## config.mk

```make
export PLATFORM = sky130hd
export DESIGN_NAME = syscall_print_unit
export DESIGN_NICKNAME = d
export VERILOG_FILES = /design/src/rtl/syscall_print_unit.sv
export SDC_FILE = /design/constraint.sdc
export NUM_CORES = 1
export LEC_CHECK = 0
export ABC_AREA = 1
export CORE_MARGIN = 2
export CORE_UTILIZATION = 34
export DETAILED_ROUTE_END_ITERATION = 8
export PLACE_DENSITY_LB_ADDON = 0.1
export SLEW_MARGIN = 0
export SYNTH_ARGS = -nofsm -noshare
export SYNTH_HDL_FRONTEND = slang
export SYNTH_SLANG_ARGS = --single-unit
export TNS_END_PERCENT = 20
```

## constraint.sdc

```tcl
create_clock -name real_clk -period 6.7 [get_ports real_clk]
set_input_delay 0.67 -clock real_clk [delete_from_list [all_inputs] [get_ports real_clk]]
set_output_delay 0.67 -clock real_clk [all_outputs]
set_load 0.03 [all_outputs]
```

## src/rtl/syscall_print_unit.sv

```systemverilog
// Print-integer syscall responder: queues $a0 on each Print_a0 rising edge,
// converts it to signed decimal with double-dabble and sends it on a UART 8N1 line.
module syscall_print_unit #(
   parameter int CLKS_PER_BIT = 434,
   parameter int FIFO_DEPTH   = 4,
   parameter int NEWLINE      = 1
) (
   input  logic        real_clk,
   input  logic        rst,
   input  logic        Print_a0,
   input  logic [31:0] a0_value,
   output logic        tx,
   output logic        busy,
   output logic        overrun
);

   localparam int AW = (FIFO_DEPTH > 1) ? $clog2(FIFO_DEPTH) : 1;
   localparam int CW = (CLKS_PER_BIT > 1) ? $clog2(CLKS_PER_BIT) : 1;
   localparam logic [CW-1:0] BIT_LAST      = CW'(CLKS_PER_BIT - 1);
   localparam logic [AW:0]   FIFO_FULL_CNT = (AW+1)'(FIFO_DEPTH);

   typedef enum logic [2:0] {
      S_IDLE, S_LOAD, S_CONVERT, S_EMIT, S_START, S_DATA, S_STOP
   } state_t;

   state_t        state_q, state_d;
   logic          prev_a0_q, prev_a0_d;
   logic [AW:0]   wr_ptr_q, wr_ptr_d, rd_ptr_q, rd_ptr_d;
   logic [31:0]   value_q, value_d;
   logic [31:0]   mag_q, mag_d;
   logic [39:0]   bcd_q, bcd_d;
   logic [4:0]    cnv_cnt_q, cnv_cnt_d;
   logic          sign_pend_q, sign_pend_d;
   logic          dig_started_q, dig_started_d;
   logic          dig_done_q, dig_done_d;
   logic [3:0]    dig_idx_q, dig_idx_d;
   logic          nl_pend_q, nl_pend_d;
   logic [7:0]    char_q, char_d;
   logic [2:0]    bit_idx_q, bit_idx_d;
   logic [CW-1:0] clk_cnt_q, clk_cnt_d;
   logic          tx_q, tx_d;
   logic          busy_q, busy_d;
   logic          overrun_q, overrun_d;

   logic [31:0]   fifo_mem [FIFO_DEPTH];
   logic [AW:0]   count_q, count_d;
   logic          fifo_empty, fifo_full;
   logic          push_req, push_acc, pop;
   logic [31:0]   fifo_rd;

   logic [39:0]   bcd_adj;
   logic [71:0]   dd_shifted;
   logic [9:0]    digit_nz;
   logic [3:0]    msd;
   logic [3:0]    cur_idx;
   logic [3:0]    cur_digit;
   logic          nothing_left_d;

   assign count_q    = wr_ptr_q - rd_ptr_q;
   assign fifo_empty = (count_q == '0);
   assign fifo_full  = (count_q == FIFO_FULL_CNT);
   assign fifo_rd    = fifo_mem[rd_ptr_q[AW-1:0]];

   // Each BCD digit is corrected before the shift so it carries correctly.
   generate
      for (genvar gi = 0; gi < 10; gi++) begin : g_digit
         assign bcd_adj[gi*4 +: 4] = (bcd_q[gi*4 +: 4] >= 4'd5) ? (bcd_q[gi*4 +: 4] + 4'd3)
                                                                : bcd_q[gi*4 +: 4];
         assign digit_nz[gi] = |bcd_q[gi*4 +: 4];
      end
   endgenerate

   assign dd_shifted = {bcd_adj, mag_q} << 1;

   always_comb begin
      msd = 4'd0;
      for (int i = 0; i < 10; i++) begin
         if (digit_nz[i]) msd = 4'(i);
      end
   end

   assign cur_idx   = dig_started_q ? dig_idx_q : msd;
   assign cur_digit = bcd_q[{cur_idx, 2'b00} +: 4];

   always_comb begin
      state_d       = state_q;
      value_d       = value_q;
      mag_d         = mag_q;
      bcd_d         = bcd_q;
      cnv_cnt_d     = cnv_cnt_q;
      sign_pend_d   = sign_pend_q;
      dig_started_d = dig_started_q;
      dig_done_d    = dig_done_q;
      dig_idx_d     = dig_idx_q;
      nl_pend_d     = nl_pend_q;
      char_d        = char_q;
      bit_idx_d     = bit_idx_q;
      clk_cnt_d     = clk_cnt_q;
      tx_d          = tx_q;
      pop           = 1'b0;
      case (state_q)
         S_IDLE: begin
            if (!fifo_empty) begin
               pop     = 1'b1;
               value_d = fifo_rd;
               state_d = S_LOAD;
            end
         end
         S_LOAD: begin
            mag_d         = value_q[31] ? (~value_q + 32'd1) : value_q;
            bcd_d         = '0;
            cnv_cnt_d     = '0;
            sign_pend_d   = value_q[31];
            dig_started_d = 1'b0;
            dig_done_d    = 1'b0;
            dig_idx_d     = '0;
            nl_pend_d     = (NEWLINE != 0);
            state_d       = S_CONVERT;
         end
         S_CONVERT: begin
            bcd_d     = dd_shifted[71:32];
            mag_d     = dd_shifted[31:0];
            cnv_cnt_d = cnv_cnt_q + 5'd1;
            if (cnv_cnt_q == 5'd31) state_d = S_EMIT;
         end
         S_EMIT: begin
            clk_cnt_d = '0;
            if (sign_pend_q) begin
               char_d      = 8'h2D;
               sign_pend_d = 1'b0;
               tx_d        = 1'b0;
               state_d     = S_START;
            end else if (!dig_done_q) begin
               char_d        = {4'h3, cur_digit};
               dig_started_d = 1'b1;
               if (cur_idx == 4'd0) dig_done_d = 1'b1;
               else                 dig_idx_d  = cur_idx - 4'd1;
               tx_d    = 1'b0;
               state_d = S_START;
            end else if (nl_pend_q) begin
               char_d    = 8'h0A;
               nl_pend_d = 1'b0;
               tx_d      = 1'b0;
               state_d   = S_START;
            end else if (!fifo_empty) begin
               pop     = 1'b1;
               value_d = fifo_rd;
               state_d = S_LOAD;
            end else begin
               state_d = S_IDLE;
            end
         end
         S_START: begin
            if (clk_cnt_q == BIT_LAST) begin
               clk_cnt_d = '0;
               bit_idx_d = 3'd0;
               tx_d      = char_q[0];
               state_d   = S_DATA;
            end else begin
               clk_cnt_d = clk_cnt_q + CW'(1);
            end
         end
         S_DATA: begin
            if (clk_cnt_q == BIT_LAST) begin
               clk_cnt_d = '0;
               if (bit_idx_q == 3'd7) begin
                  tx_d    = 1'b1;
                  state_d = S_STOP;
               end else begin
                  bit_idx_d = bit_idx_q + 3'd1;
                  tx_d      = char_q[bit_idx_q + 3'd1];
               end
            end else begin
               clk_cnt_d = clk_cnt_q + CW'(1);
            end
         end
         S_STOP: begin
            if (clk_cnt_q == BIT_LAST) begin
               clk_cnt_d = '0;
               state_d   = S_EMIT;
            end else begin
               clk_cnt_d = clk_cnt_q + CW'(1);
            end
         end
         default: state_d = S_IDLE;
      endcase
   end

   // A pop in the same cycle frees the slot, so a push into a full FIFO still lands.
   always_comb begin
      prev_a0_d = Print_a0;
      push_req  = Print_a0 & ~prev_a0_q;
      push_acc  = push_req & (~fifo_full | pop);
      wr_ptr_d  = wr_ptr_q + {{AW{1'b0}}, push_acc};
      rd_ptr_d  = rd_ptr_q + {{AW{1'b0}}, pop};
      count_d   = wr_ptr_d - rd_ptr_d;
      overrun_d = overrun_q | (push_req & ~push_acc);
   end

   // busy drops as the final stop bit ends, one cycle ahead of the EMIT->IDLE step.
   always_comb begin
      nothing_left_d = ~sign_pend_d & dig_done_d & ~nl_pend_d;
      busy_d = (count_d != '0) |
               ~((state_d == S_IDLE) | ((state_d == S_EMIT) & nothing_left_d));
   end

   always_ff @(posedge real_clk) begin
      if (push_acc) fifo_mem[wr_ptr_q[AW-1:0]] <= a0_value;
   end

   always_ff @(posedge real_clk or negedge rst) begin
      if (!rst) begin
         state_q       <= S_IDLE;
         prev_a0_q     <= 1'b0;
         wr_ptr_q      <= '0;
         rd_ptr_q      <= '0;
         value_q       <= '0;
         mag_q         <= '0;
         bcd_q         <= '0;
         cnv_cnt_q     <= '0;
         sign_pend_q   <= 1'b0;
         dig_started_q <= 1'b0;
         dig_done_q    <= 1'b0;
         dig_idx_q     <= '0;
         nl_pend_q     <= 1'b0;
         char_q        <= '0;
         bit_idx_q     <= '0;
         clk_cnt_q     <= '0;
         tx_q          <= 1'b1;
         busy_q        <= 1'b0;
         overrun_q     <= 1'b0;
      end else begin
         state_q       <= state_d;
         prev_a0_q     <= prev_a0_d;
         wr_ptr_q      <= wr_ptr_d;
         rd_ptr_q      <= rd_ptr_d;
         value_q       <= value_d;
         mag_q         <= mag_d;
         bcd_q         <= bcd_d;
         cnv_cnt_q     <= cnv_cnt_d;
         sign_pend_q   <= sign_pend_d;
         dig_started_q <= dig_started_d;
         dig_done_q    <= dig_done_d;
         dig_idx_q     <= dig_idx_d;
         nl_pend_q     <= nl_pend_d;
         char_q        <= char_d;
         bit_idx_q     <= bit_idx_d;
         clk_cnt_q     <= clk_cnt_d;
         tx_q          <= tx_d;
         busy_q        <= busy_d;
         overrun_q     <= overrun_d;
      end
   end

   assign tx      = tx_q;
   assign busy    = busy_q;
   assign overrun = overrun_q;

endmodule
```

* Word level (Yosys, flattened, before mapping)
Memories as Yosys holds them, arrays and structs flattened.
Index checks and enable logic that the tools add are counted.
W data, S select, Z words.
** Word-level totals
- Bits in registers :: 150
- Bits in writable memories :: 128
- Bits of input ports :: 35
- Output and inout bits :: 3
- Word-level logic and storage cells :: 196
- Memories kept :: 1
** Memory list
- fifo_mem :: words 4, width 32, rd ports 1, clocked after memory_dff 0, wr ports 1, RTL line 45 : logic [31:0] fifo_mem [FIFO_DEPTH];
** Operators by class
- Add/subtract/negate cells :: 19
- $lt $le $gt $ge :: 11
- Equal/unequal tests :: 21
- Shifts and indexed selects :: 1
- Multiplexer cells :: 80
- Bitwise gates (word level) :: 17
- Reductions and logical operators :: 27
** Operators by type and width (count)
- $mux W32 :: 5
- $pmux W32 S2 :: 2
- $pmux W40 S2 :: 1
- $mux W4 :: 19
- $ge A4 B3 Y1 const B :: 10
- $shiftx A40 B7 Y4 :: 1
- $mux W3 :: 13
- $add A4 B2 Y4 const B :: 9
- $reduce_or A4 Y1 :: 9
- $add A32 B1 Y32 const B :: 1
- $not A32 Y32 :: 1
- $mux W8 :: 3
- $mux W1 :: 22
- $pmux W3 S7 :: 1
- $pmux W9 S2 :: 1
- $ne A2 B2 Y1 const B :: 8
- $reduce_and A4 Y1 :: 4
- $eq A3 B3 Y1 const B :: 5
- $pmux W1 S2 :: 5
- $pmux W5 S2 :: 1
- $reduce_bool A2 Y1 :: 5
- $add A9 B1 Y9 const B :: 1
- $eq A3 B2 Y1 const B :: 3
- $eq A9 B9 Y1 const B :: 1
- 26 further kinds :: 45

* Logic depth before layout (Yosys ltp)
Gate-level depths: netlist (run 1).
- Depth after elaboration :: 22
- Mapped depth :: 23
- Depth with buffers taken out :: 21

* Worst setup path before layout (run 1)
No wires, ideal clock.
- Kind :: register to register
- Start :: register rd_ptr_q[1]
- End :: memory fifo_mem[2][0] (enable)
- Library setup time :: 0.461 ns
- Data arrival time :: 4.076 ns
- Required time :: 6.239 ns
- Setup slack :: 2.162 ns
- Cell stages (with the launch flop) :: 11
- Path buffers :: 1
- Period minus slack after synthesis :: 4.538 ns
- Cell sequence :: dfrtp_1 > inv_1 > clkbuf_1 > ha_1 > a21oi_1 > xnor2_1 > or2_2 > nand2_1 > nand4_1 > nand3_1 > nor3_1
** On the way
- Longest elaborated chain between the ends :: 11
- Elaborated cells between the ends (all ways) :: 13
- Classes of those cells :: add/sub: 1; eq/ne: 1; mux: 7; bitwise: 3; reduce/logical: 1
** Ends and longest elaborated chain
- start: declaration :: RTL line 28 : logic [AW:0] wr_ptr_q, wr_ptr_d, rd_ptr_q, rd_ptr_d;
- start signal: assignment :: RTL line 236 : rd_ptr_q <= rd_ptr_d;
- $sub A3 B3 Y3 * :: RTL line 59 : assign count_q = wr_ptr_q - rd_ptr_q;
- $logic_not A3 Y1 :: RTL line 60 : assign fifo_empty = (count_q == '0);
- $mux W1 :: RTL line 103, 145
- $mux W1 :: RTL line 140 : end else if (nl_pend_q) begin
- $mux W1 :: RTL line 133 : end else if (!dig_done_q) begin
- $mux W1 :: RTL line 128 : if (sign_pend_q) begin
- $pmux W1 S2 :: RTL line 101 : case (state_q)
- $or A1 B1 Y1 * :: RTL line 193 : push_acc = push_req & (~fifo_full | pop);
- $and A1 B1 Y1 * :: RTL line 193
- $mux W1 * :: RTL line 208 : if (push_acc) fifo_mem[wr_ptr_q[AW-1:0]] <= a0_value;
- $mux W1 (not written as such) * :: RTL line 208
- end: declaration :: RTL line 45
Mark *: on every way between the ends. The rest lies on a longest branch, timed or not.

* Worst setup path in the final report (run 1)
- Start :: register rd_ptr_q[1]
- End :: register busy_q (netlist: busy)
** On the way
- Elaborated cells between the ends (all ways) :: 27
- Classes of those cells :: add/sub: 4; eq/ne: 2; mux: 11; bitwise: 7; reduce/logical: 3
** RTL lines
- $sub A3 B3 Y3 :: RTL line 59
- $logic_not A3 Y1 :: RTL line 60
- $mux W1 :: RTL line 103, 145
- $mux W1 :: RTL line 140
- $mux W1 :: RTL line 133
- $mux W1 :: RTL line 128
- $pmux W1 S2 :: RTL line 101
- $add A3 B1 Y3 * :: RTL line 195 : rd_ptr_d = rd_ptr_q + {{AW{1'b0}}, pop};
- via rd_ptr_d[1] :: RTL line 28
- $sub A3 B3 Y3 * :: RTL line 196 : count_d = wr_ptr_d - rd_ptr_d;
- $reduce_bool A3 Y1 * :: RTL line 203 : busy_d = (count_d != '0) |
- $or A1 B1 Y1 * :: RTL line 203
- via busy_d :: RTL line 42 : logic busy_q, busy_d;
- end signal: assignment :: RTL line 250 : busy_q <= busy_d;
- end: declaration :: RTL line 42
Mark *: on every way through the listed nets, which the timed path passes. The rest lies on a longest branch.
A chain may end at the register's enable or synchronous reset.

==> impl_metrics.ini, run 1 <==
[die]
fp.dieW_um = 201.2
dieHeight_um = 201.2
die_area_um2 = 40490
row_count = 72
core_um2 = 38560
ios = 38
initial_core_util_pct = 34.30

[power_and_ir_drop]
p_int_mw = 3.953
p_seq_share_pct = 38.2
p_per_area_nw_per_um2 = 426.6
peakVddDrop_mv = 0.1977
net-switching-power_mw = 2.524
combPwrFrac_pct = 34.6
sw_frac_of_total_pct = 38.97
leakagePower_nw = 6.029
p_clk_share_pct = 27.2

[grt]
grt_pass1_wl_um = 51960
track_usage_pct = 15.75
met1_usage_pct = 20.63
busiest_layer = met2
grt_max_degree = 92
use_met2_pct = 26.82
grt_pass1_vias = 9827
antenna_found_initial = 0
grtUsageMet3_pct = 2.559
overflow = 0

[timing]
finalClockSkew_ns = 0.01651
timing.final.max_slew_violations = 0
min_period_ns = 4.305
setup_viol = 0
fmax_mhz = 232.3
rsz0062_at_grt = false
worst_pin_slew_ns = 0.9915
hold_violations = 0
finalCritPeriodShare_pct = 64.25
setup_tns_ns = 0
relSlewSlack_pct = 33.80

[drt]
drt_first_pass_iters = 6
via_per_inst = 4.900
antenna_left = 0
drc = 0
wl_per_cell_um = 16.04
drt-initial-drc-count = 484
vias = 9511
routed_wl_um = 31130

[layout]
fin_nets = 1475
final_layout_size_suffix_gt1_share_pct = 8.644
n_fill_cell = 3894
area_growth_pct = 14.82
final_cells = 1941
antennaDiodeCount = 0

[worst_setup_path]
path_max_fanout = 64
crit_top_cell = ha_1
cp-start-kind = register
path_class = reg2reg
crit_path_max_incr_delay_ns = 0.75
slowest_stage = inv_2
required_ns = 7.09
worstPathCellList = buf_4, inv_1, buf_4, ha_1, a21oi_1, xnor2_1, or2_2, nand2_1, inv_2, ha_1, ha_1, inv_1, ha_1, a21oi_1, xor2_1, nor3_1, o211ai_1
endpoint_kind = register
cp.arrival_ns = 4.69

[synth]
synthCells = 1367
synth_area_leaders = edfxtp_1, dfrtp_1, o21ai_0, nand2_1, nor2_1
synthesis.area_um2 = 13220
yosys_warnings = 0
synth_ff_type = dfrtp_1
yosysTopAreaCell = edfxtp_1
synth_common_cells = nand2_1, nor2_1, o21ai_0, dfrtp_1, edfxtp_1
synth_edf_count = 128
postSynth.asyncResetShare_pct = 53.62
postSynthAreaPerCell_um2 = 9.674
yosysMostFrequentCell = nand2_1
yosysUniqueCellTypes = 50
ys_ff_latch = 276
syn_nets = 1443
synth.top_cell.area_share_pct = 29.07
synth-seq-area-share_pct = 57.08

[clock_tree]
clkTransAtPathRegs_ns = 0.06
cts_max_level = 2
cts_tree = built
cts_hold_repair.buffers = 0
clock_latency_ns = 0.53
cts_buffers = 34
postCtsSetupBuffers = 0
clkSinkCount = 276
ctsResizeCount = 0
clock_path_buffers = 3
root_buffer = clkbuf_16

[place]
dp_hpwl_um = 19920
gp_congestion = 0.7873
dp.cells = 1881
port_buffers = 37

[status]
status = complete, no violations

[min_path]
hp-class = in2async

[run]
drv_cap = 0
==> registers in the layout, summed over array words and instances (netlist names) <==
signal         cells
nl_pend_q          1
cnv_cnt_q          5
tx                 1
clk_cnt_q          9
overrun            1
bcd_q             40
dig_done_q         1
wr_ptr_q           3
value_q           32
busy               1
char_q             6
state_q            3
prev_a0_q          1
dig_started_q      1
sign_pend_q        1
bit_idx_q          3
fifo_mem         128
mag_q             32
rd_ptr_q           3
dig_idx_q          4
==> power groups by stage <==
stage / Sequential (mW) / Clock [mW] / Combinational (mW)
finish: 2.48 / 1.76 / 2.24
global route: 2.52 / 1.88 / 2.58
CTS: 2.48 / 1.81 / 2.29
detailed placement: 2.51 / 0 / 2.28
global placement: 2.50 / 0 / 2.26
floorplan: 2.42 / 0 / 1.71
==> placed cells by master (no fill, tap or decap), types with 5 or more instances in the layout <==
master	Yosys	final
o22ai_1	42	42
dfrtp_1	147	146
xor2_1	31	31
o21ai_0	148	148
nand3_2	5	5
nand3_1	71	71
nor3_2	5	9
clkinv_2	0	8
clkinv_1	3	6
inv_1	123	123
a21oi_1	48	48
nor3_1	19	15
clkdlybuf4s50_1	0	36
o211ai_1	29	29
o311ai_0	5	5
inv_2	18	18
ha_1	41	41
o32ai_1	6	6
nand2_1	191	191
clkbuf_16	0	34
o21bai_1	6	6
nand2_2	6	6
clkbuf_1	36	8
edfxtp_1	128	128
xnor2_1	10	10
buf_4	1	11
nor2_1	167	167
a31oi_1	18	18
or2_2	6	6
nand4_1	5	5
==> cell type report <==
class / count / area (um2) / area share (%)
tap: 518 / 648.1 / 4.269
sequential: 276 / 7550 / 49.72
clock inverter: 16 / 155.1 / 1.022
inverter: 144 / 540.5 / 3.560
clock buffer: 44 / 908.4 / 5.983
timing repair buffer: 48 / 454.2 / 2.991
multi-input combinational: 895 / 4927 / 32.45
==> per-layer routing <==
metal / vias to the layer above / part of all wire, %
li1: 4760 / -
met1: 4564 / 47
met2: 141 / 47
met3: 46 / 3.2
met4: 0 / 2.2
met5: - / 0
==> metrics by stage <==
stage	instance area (um2)	utilization (%)	power [mW]	hold slack, ns	setup slack [ns]
6_report	15180	39.38	6.477	0.2212	2.395
5_1_grt	15180	39.38	6.986	0.3339	2.069
4_1_cts	15180	39.38	6.580	0.2923	2.354
3_5_place_dp	14120	36.62	4.788	0.4621	2.386
3_3_place_gp	14120	36.62	4.765	0.4589	2.450
2_1_floorplan	13220	-	4.124	0.3744	2.162
==> kinds of logic after synthesis <==
logic type	after synthesis	synth area share (%)
and+or+nand+nor	490	16.26
AOI/OAI and AO/OA	323	14.25
DFF	276	57.08
buffers and inverters	196	5.809
xor gates and xnor gates	41	2.715
adders and majority gates	41	3.879
==> worst paths after layout <==
path,slack (ns),from,cells after the start,to
setup reg to reg,2.40,rd_ptr_q[1]$_DFF_PN0_,17,busy$_DFF_PN0_
min in group real_clk,0.47,cnv_cnt_q[3]$_DFFE_PN0P_,1,cnv_cnt_q[3]$_DFFE_PN0P_
hold reg to reg,0.47,cnv_cnt_q[3]$_DFFE_PN0P_,1,cnv_cnt_q[3]$_DFFE_PN0P_
max in group asynchronous,5.10,rst,2,rd_ptr_q[0]$_DFF_PN0_
hold / removal,0.22,rst,1,bcd_q[19]$_DFFE_PN0P_
setup / recovery,2.40,rd_ptr_q[1]$_DFF_PN0_,17,busy$_DFF_PN0_
==> critical path, delay by kind of cell, from the launching register on <==
family	cells	cell delay, ns
simple gates	3	0.40
flops	1	0.35
compound gates	3	0.52
fa+ha+maj	4	1.10
xor+xnor	2	0.24
buf+inv	5	1.52
Note: power is estimated with default switching activity, not from simulation.
==> run 2: changes to the inputs <==
==> constraint.sdc (replaced) <==
create_clock -name real_clk -period 3.9 [get_ports real_clk]
set_input_delay 0.39 -clock real_clk [delete_from_list [all_inputs] [get_ports real_clk]]
set_output_delay 0.39 -clock real_clk [all_outputs]
set_load 0.03 [all_outputs]
==> run 2 against run 1 <==
Setup slack worse by 1.8 ns. Register-to-register slack worse by 1.8 ns. Global-route usage grew 0.32 points. Die area unchanged. Clock power is 81% higher. Clock skew increased by 0.0029 ns. Utilization grew 0.28 points. Via count decreased by 0.36%. Sequential power grew 70%.
==> impl_metrics.ini, run 2 (same netlist as run 1, synthesis figures left out) <==
[status]
status = complete, no violations

[die]
fp.dieW_um = 201.2
dieHeight_um = 201.2
core_um2 = 38560
die_area_um2 = 40490
initial_core_util_pct = 34.30
ios = 38
row_count = 72

[worst_setup_path]
cp.arrival_ns = 3.71
path_class = reg2reg
r2r_start = wr_ptr_q[1]$_DFF_PN0_
startpoint = wr_ptr_q[1]$_DFF_PN0_
endpoint_kind = register
reg2reg_depth = 15
rrSetupSlack_ns = 0.60
required_ns = 4.30
cp-endpoint = busy$_DFF_PN0_
cp-start-kind = register
r2r-end = busy$_DFF_PN0_
path_max_fanout = 5

[timing]
min_period_ns = 3.304
relSlewSlack_pct = 38.23
hold_violations = 0
setup_viol = 0
rsz0062_at_grt = false
fmax_mhz = 302.7
timing.final.max_slew_violations = 0
fin_ws_ns = 0.5964
finalCritPeriodShare_pct = 84.71
fin_hold_ws_ns = 0.3957
finalClockSkew_ns = 0.01939
setup_tns_ns = 0
worst_pin_slew_ns = 0.9265

[drt]
top_layer = met4
antenna_left = 0
routed_wl_um = 31360
wl_per_cell_um = 16.09
drc = 0
met3WireLength_um = 1109
wirelength_met1_um = 14810
vias = 9477
drt_first_pass_iters = 5
wl_met2_um = 14610
via_per_inst = 4.862
drt-initial-drc-count = 402

[min_path]
min_from = Print_a0
hp-class = in2reg

[layout]
final_cells = 1949
mostFrequentLayoutCells = nand2_1, nor2_1, o21ai_0
final_area_um2 = 15290
n_fill_cell = 3878
fin_nets = 1483
fin_util_pct = 39.66
area_growth_pct = 15.64
antennaDiodeCount = 0
final_common_cell = nand2_1
largest_reg_flops = 128
final_layout_size_suffix_gt1_share_pct = 9.154

[clock_tree]
cts_buffers = 34
clkTransAtPathRegs_ns = 0.06
cts_max_level = 2
ctsResizeCount = 0
root_buffer = clkbuf_16
cts_tree = built
cts_hold_repair.buffers = 1
postCtsSetupBuffers = 0
clock_latency_ns = 0.55
clock_path_buffers = 3
clkSinkCount = 276

[power_and_ir_drop]
p_per_area_nw_per_um2 = 741.0
leakagePower_nw = 6.082
peakVddDrop_mv = 0.4111
total_power_mw = 11.33

[grt]
track_usage_pct = 16.07
antenna_found_initial = 0
overflow = 0
grt_pass1_vias = 9627
grt_pass1_wl_um = 52090
grt_max_degree = 94

[place]
place_ws_ns = 0.5976
port_buffers = 37
gp_congestion = 0.7645
dpl_cell_area_um2 = 14170
dp_hpwl_um = 19830
dp.cells = 1888

[run]
drv_cap = 0
run 2: cell count changes in the layout (fill, tap and decap cells not counted):
cell / previous run / this run
buf_4: 11 / 18
clkinv_2: 8 / 5
clkbuf_1: 8 / 6
clkbuf_8: 2 / 4
bufinv_16: 2 / 3
clkinv_1: 6 / 7
clkinvlp_4: 1 / 2
dlygate4sd3_1: 0 / 1
run 2: worst min-delay path by stage:
| stage | to | slack [ns] | cells after the start |
|---|---|---|---|
| 6_report | prev_a0_q$_DFF_PN0_ | 0.40 | 1 |
| 5_1_grt | prev_a0_q$_DFF_PN0_ | 0.38 | 1 |
| 4_1_cts | prev_a0_q$_DFF_PN0_ | 0.36 | 1 |
| 3_5_place_dp | cnv_cnt_q[3]$_DFFE_PN0P_ | 0.47 | 1 |
| 3_3_place_gp | cnv_cnt_q[3]$_DFFE_PN0P_ | 0.47 | 1 |
| 2_1_floorplan | bcd_q[0]$_DFFE_PN0P_ | 0.09 | 0 |
run 2: per-layer routing:
layer / track usage (%) / up-vias
met3: 3.531 / 50
met5: 0 / -
met4: 5.147 / 0
li1: - / 4787
met1: 21.11 / 4529
met2: 26.48 / 111
run 2: layout make-up:
type | count | area (um2) | area share, %
Clock buffer | 44 | 928.4 | 6.071
Clock inverter | 16 | 181.4 | 1.186
Inverter | 144 | 540.5 | 3.535
Multi-Input combinational cell | 895 | 4927 | 32.22
Sequential cell | 276 | 7550 | 49.37
Tap cell | 518 | 648.1 | 4.238
Timing Repair Buffer | 56 | 516.7 | 3.379
run 2: worst max-delay path, stage by stage (launching register included):
cell and delay, ns:
dfrtp_1 0.44, ha_1 0.36, a21oi_1 0.19, xnor2_1 0.10
or2_2 0.27, nand2_1 0.08, nand4_1 0.10, nand3_1 0.23
inv_1 0.08, ha_1 0.19, ha_1 0.30, ha_1 0.32
a21oi_1 0.18, xor2_1 0.08, nor3_1 0.13, o211ai_1 0.12
run 2: where the power goes:
part,internal [mW],switching (mW)
registers,3.74,0.469
clock network,1.89,1.29
logic,1.30,2.65
total,6.93,4.40
